**src/rtl/jump_control_block.sv**
```systemverilog
// Branch/interrupt steering: decodes jump opcodes and picks the PC target. The optional JCB_FLAG_RESTORE_EN macro adds flag restore on RET.
// Zero-cycle combinational outputs; context registers update on rising clk; no backpressure (consumes one instruction per cycle).
module jump_control_block #(
  parameter logic [7:0] ISR_ADDR = 8'hF0,
  parameter int         OPC_W    = 5
) (
  input  logic        clk,
  input  logic        reset,
  input  logic [19:0] ins,
  input  logic        interrupt,
  input  logic [7:0]  current_address,
  input  logic [3:0]  flag_ex,
  output logic        pc_mux_sel,
  output logic [7:0]  jmp_loc
);

  localparam logic [OPC_W-1:0] OPC_JMP = OPC_W'(5'b11000);
  localparam logic [OPC_W-1:0] OPC_JZ  = OPC_W'(5'b11100);
  localparam logic [OPC_W-1:0] OPC_JNZ = OPC_W'(5'b11110);
  localparam logic [OPC_W-1:0] OPC_JC  = OPC_W'(5'b11101);
  localparam logic [OPC_W-1:0] OPC_JNC = OPC_W'(5'b11111);
  localparam logic [OPC_W-1:0] OPC_RET = OPC_W'(5'b10000);

  logic             int_d;
  logic             in_isr;
  logic [7:0]       ret_addr;
  logic [OPC_W-1:0] opc;
  logic [3:0]       cond_flags;
  logic             int_take;
  logic             is_ret;
  logic             jmp_taken;

  assign opc      = ins[19 -: OPC_W];
  assign int_take = interrupt & ~int_d & ~in_isr;
  assign is_ret   = (opc == OPC_RET);

`ifdef JCB_FLAG_RESTORE_EN
  logic [3:0] saved_flags;
  logic       use_saved;

  // Only the first instruction after RET sees the pre-interrupt flags.
  assign cond_flags = use_saved ? saved_flags : flag_ex;

  always_ff @(posedge clk or negedge reset) begin
    if (!reset) begin
      saved_flags <= 4'h0;
      use_saved   <= 1'b0;
    end else begin
      if (int_take) saved_flags <= flag_ex;
      use_saved <= is_ret & ~int_take;
    end
  end
`else
  assign cond_flags = flag_ex;
`endif

  logic unused_bits;
  assign unused_bits = ^{cond_flags[3:2], ins[14:8]};

  always_comb begin
    jmp_taken = 1'b0;
    case (opc)
      OPC_JMP: jmp_taken = 1'b1;
      OPC_JZ:  jmp_taken = cond_flags[0];
      OPC_JNZ: jmp_taken = ~cond_flags[0];
      OPC_JC:  jmp_taken = cond_flags[1];
      OPC_JNC: jmp_taken = ~cond_flags[1];
      default: jmp_taken = 1'b0;
    endcase
  end

  always_comb begin
    pc_mux_sel = 1'b0;
    jmp_loc    = ins[7:0];
    if (!reset) begin
      jmp_loc = 8'h00;
    end else if (int_take) begin
      pc_mux_sel = 1'b1;
      jmp_loc    = ISR_ADDR;
    end else if (is_ret) begin
      pc_mux_sel = 1'b1;
      jmp_loc    = ret_addr;
    end else if (jmp_taken) begin
      pc_mux_sel = 1'b1;
    end
  end

  // The interrupted instruction's own address is saved so it re-executes on return.
  always_ff @(posedge clk or negedge reset) begin
    if (!reset) begin
      int_d    <= 1'b0;
      in_isr   <= 1'b0;
      ret_addr <= 8'h00;
    end else begin
      int_d <= interrupt;
      if (int_take) begin
        ret_addr <= current_address;
        in_isr   <= 1'b1;
      end else if (is_ret) begin
        in_isr <= 1'b0;
      end
    end
  end

endmodule

```
**config.mk**
```make
export PLATFORM = sky130hd
export DESIGN_NAME = jump_control_block
export DESIGN_NICKNAME = d
export VERILOG_FILES = /design/src/rtl/jump_control_block.sv
export SDC_FILE = /design/constraint.sdc
export NUM_CORES = 1
export LEC_CHECK = 0
export CAP_MARGIN = 20
export CORE_ASPECT_RATIO = 1.2
export CORE_MARGIN = 2
export CORE_UTILIZATION = 35
export CTS_CLUSTER_DIAMETER = 100
export DETAILED_ROUTE_END_ITERATION = 10
export GPL_ROUTABILITY_DRIVEN = 0
export PLACE_DENSITY = 0.83
export SETUP_SLACK_MARGIN = 0.5
export SLEW_MARGIN = 10
export SYNTH_ARGS = -nofsm -noshare
export SYNTH_HDL_FRONTEND = slang
export SYNTH_SLANG_ARGS = --single-unit
```
**constraint.sdc**
```tcl
create_clock -name clk -period 2.2 [get_ports clk]
set_input_delay 0.22 -clock clk [delete_from_list [all_inputs] [get_ports clk]]
set_output_delay 0.22 -clock clk [all_outputs]
set_load 0.1 [all_outputs]
```
# Yosys cells after proc, flatten, opt, wreduce, memory -nomap -nowiden
# Index checks and enable logic that the tools add are counted.
# word_totals
reg_bits	10
inputBits	35
output_inout_bits	9
elab_cells	26
# classes
eq_ne	6
n_mux	10
bitwise	6
n_reduce_logical	1
# op_table
op	count
$eq 5x5->1 const B	6
$mux 8	3
$mux 1	6
$pmux 1 s5	1
$not 1->1	4
$and 1x1->1	2
$reduce_bool 2->1	1

# Logic depth before layout (Yosys ltp)
# depth
word_depth	6
depth_mapped	4
mapped_depth_nobuf	3

# Worst setup path before layout
# No wires, ideal clock.
# synth_path
path_type	input to output
startpoint	in ins[16]
endpoint	out jmp_loc[0]
arrival_time_ns	2.399
t_required_ns	1.980
path_slack_ns	-0.419
path_stages	3
n_path_buf	0
cell_sequence	nor4b_1 nand3_1 a21oi_1
# synth_between
elab_chain_cells	4
# synth_rtl
item	line_no	rtl
start, declared	9	input logic [19:0] ins,
$eq 5x5->1	35	assign is_ret = (opc == OPC_RET);
$mux 8	80	end else if (is_ret) begin
$mux 8	77	end else if (int_take) begin
$mux 8	75	if (!reset) begin
end, declared	14	output logic [7:0] jmp_loc
# Every way passes these cells.

# Final worst setup path
# layout_path
startpoint	reg in_isr
endpoint	out jmp_loc[6]
# layout_between
elab_chain_cells	4
# layout_rtl
item	line_no	rtl
start, declared	25	logic in_isr;
start signal, assigned	92	in_isr <= 1'b0;
start signal, assigned	98	in_isr <= 1'b1;
start signal, assigned	100	in_isr <= 1'b0;
$not 1->1	34	assign int_take = interrupt & ~int_d & ~in_isr;
$and 1x1->1	34	
$mux 8	77	
$mux 8	75	
# Every way passes these cells.

==> results.py <==
metrics = {
    "place": {
        "dpl.hpwl_um": 1370,
        "placed_cells": 118,
        "io_buffers": 34,
    },
    "setup_path": {
        "crit_path_frequent_cell": "buf_12",
        "rr_worst_depth": 6,
        "path_class": "flip-flop to primary output",
        "r2r_end": "ret_addr[5]",
        "crit_required_ps": 1980,
        "worst_path_max_delay_cell": "or4_1",
        "cp_cell_sequence": "nor3b_4 -> buf_12 -> or4_1 -> o311a_4 -> buf_12",
        "end_kind": "primary output",
        "crit_fanout": 6,
        "startpoint_type": "flip-flop",
        "cp_data_arrival_time_ps": 1730,
        "slowest_delay_ps": 500,
        "r2r_slack_ps": 560,
        "rr_startpoint": "in_isr",
    },
    "floorplan": {
        "io_pins": 44,
        "rows": 16,
        "die_w_um": 41.3,
        "die_h_um": 48.8,
        "dieArea_um2": 2010,
        "core_area_um2": 1600,
        "initial_core_util_pct": 36.5,
    },
    "drt": {
        "drt_iter0_markers": 6,
        "wl_um": 2460,
        "vias": 728,
        "route.detailed.drc": 0,
        "wl_per_cell_um": 18.7,
        "drt.antenna.violating_nets": 0,
        "viasPerCell": 5.52,
        "first_pass_iters": 4,
    },
    "power_and_ir_drop": {
        "power_density_nw_per_um2": 647,
        "power.share.combinational_pct": 49.8,
        "p_sw_share_pct": 36.7,
        "power.leakage_nw": 0.582,
        "seqPwrFrac_pct": 36.0,
        "power_w": 0.000904,
        "clkPwrFrac_pct": 14.2,
        "netSwitchingPower_w": 0.000332,
        "vdd_ir_drop_max_mv": 0.481,
        "p_int_w": 0.000572,
    },
    "timing": {
        "fmax_mhz": 512,
        "hold_viol_final": 3,
        "finalSetupViolCount": 0,
        "rsz0062_at_grt": "yes",
        "whs_ps": -5.97,
        "worst_pin_slew_ps": 461,
        "relSlewSlack_pct": 69.2,
        "fin_crit_ps": 1950,
        "clock_skew_ps": 6.16,
        "period_share_pct": 88.7,
        "report.final.slew_viol_count": 0,
    },
    "clock_network": {
        "clk_latency_ps": 280,
        "clockBufferDepth": 2,
        "cts.htree.levels": 1,
        "numCtsBuffers": 3,
        "cts_sinks": 10,
        "root_buffer": "clkbuf_4",
        "cts_tree": "done",
        "clkSlewWorstSetupHoldPaths_ps": 70,
    },
    "grt": {
        "antenna_found_initial": 0,
        "grt_pass1_vias": 777,
        "grtUsageTotal_pct": 23.3,
        "grt_overflow": 0,
        "grt_max_degree": 13,
        "grt_pass1_wl_um": 3290,
    },
    "logic_synthesis": {
        "syn_nets": 89,
        "syn_area_per_cell_um2": 10.8,
        "ys_seq_area_share_pct": 42.8,
        "ys_top_cells_by_area": "dfrtp_1 (43%), mux2_2 (15%), o311a_1 (6.9%)",
        "synth-seq-cells": 10,
        "syn-cell-area_um2": 584,
        "syn_inst": 54,
        "yosysUniqueCellTypes": 19,
        "ys_warn_count": 0,
        "synth_top_area_share_pct": 42.8,
        "yosys.area.top_type": "dfrtp_1",
    },
    "outcome": {
        "status": "complete, but fails checks",
        "violations": "hold timing",
    },
    "flow_run": {
        "drv_cap": 0,
    },
    "layout": {
        "final_cell_mix": "buf_4 (22), clkdlybuf4s50_1 (18), dfrtp_1 (10), buf_12 (10), mux2_2 (8)",
        "nets": 151,
        "syn_to_final_growth_pct": 139,
        "final_common_cell": "buf_4",
        "instances_no_fill": 132,
        "diodes": 0,
        "drive_above_1_share_pct": 60.5,
    },
    "hold_path": {
        "min_path_type": "input port to asynchronous set/reset pin",
    },
}
area by class of cell:
class                      count  area (µm²)
sequential                    10         250
multi-input combinational     40         447
clock buffer                   3        22.5
timing repair buffer          60         652
inverter                       1        3.75
fill                          78         204
tap                           18        22.5
worst max-delay path, delay by kind of cell, from the launching register on:
kind,cells,cell delay [ps]
simple gates,2,580
flops,1,400
buf+inv,2,300
compound gates,1,170
synth_stat cells (all sizes together):
| cell | number |
|---|---|
| nand4 | 1 |
| nand4b | 1 |
| or4b | 1 |
| nand3 | 4 |
| dfrtp | 10 |
| o31a | 1 |
| o311a | 4 |
| clkbuf | 1 |
| mux2i | 2 |
| or4 | 4 |
| buf | 2 |
| nor2 | 1 |
| inv | 1 |
| nor3b | 1 |
| a21oi | 4 |
| mux2 | 8 |
| o21ai | 5 |
| nor4b | 1 |
| nand2b | 2 |
worst max path at each step:
stage / start / endpoint / slack (ps)
2_1_floorplan: ins[16] / jmp_loc[4] / 390
3_3_place_gp: ins[16] / jmp_loc[7] / -90
3_5_place_dp: ins[16] / jmp_loc[1] / -140
4_1_cts: ins[15] / jmp_loc[5] / 240
5_1_grt: in_isr / jmp_loc[6] / 200
6_report: in_isr / jmp_loc[6] / 250
power groups by stage:
stage | logic (W) | registers (W) | clock network, W
2_1_floorplan | 0.000243 | 0.000300 | 0
3_3_place_gp | 0.000374 | 0.000311 | 0
3_5_place_dp | 0.000383 | 0.000317 | 0
4_1_cts | 0.000408 | 0.000317 | 0.000124
5_1_grt | 0.000473 | 0.000334 | 0.000139
6_report | 0.000450 | 0.000325 | 0.000129
flip-flops by register name, indices dropped and copies added (netlist names):
signal,flops
ret_addr,8
in_isr,1
int_d,1
metrics by stage:
stage / instance area, µm² / hold slack (ps) / setup WS, ps / setup TNS (ps) / util [%]
3_3_place_gp: 1210 / 488 / -90.9 / -497 / 75.8
5_1_grt: 1400 / 11.7 / 201 / 0 / 87.3
4_1_cts: 1310 / 3.48 / 235 / 0 / 81.9
2_1_floorplan: 649 / -75.6 / 395 / 0 / -
6_report: 1400 / -5.97 / 249 / 0 / 87.3
3_5_place_dp: 1210 / 494 / -143 / -769 / 75.8
cell families after synthesis:
logic type      Yosys count  share of synthesized area (%)
flops                    10                           42.8
simple gates             16                           19.3
compound gates           14                           16.1
buf+inv                   4                           3.00
mux                      10                           18.8
metal layers:
metal / vias to the layer above / global-route usage (%) / part of all wire [%]
met5: - / 0 / 0
met4: 0 / 4.84 / 2.2
li1: 336 / - / -
met1: 354 / 27.4 / 38
met2: 31 / 42.2 / 54
met3: 7 / 2.29 / 5.7
repair_timing:
action | in CTS | in global routing
buffers inserted | 7 | 3
hold buffers | 0 | 0
endpoints found under the hold margin | 0 | 0
setup endpoints to repair | 9 | 9
cloned | 0 | 1
pin swaps | 2 | 4
resized for setup | 31 | 8
No activity file was read; power rests on OpenSTA's default activity.
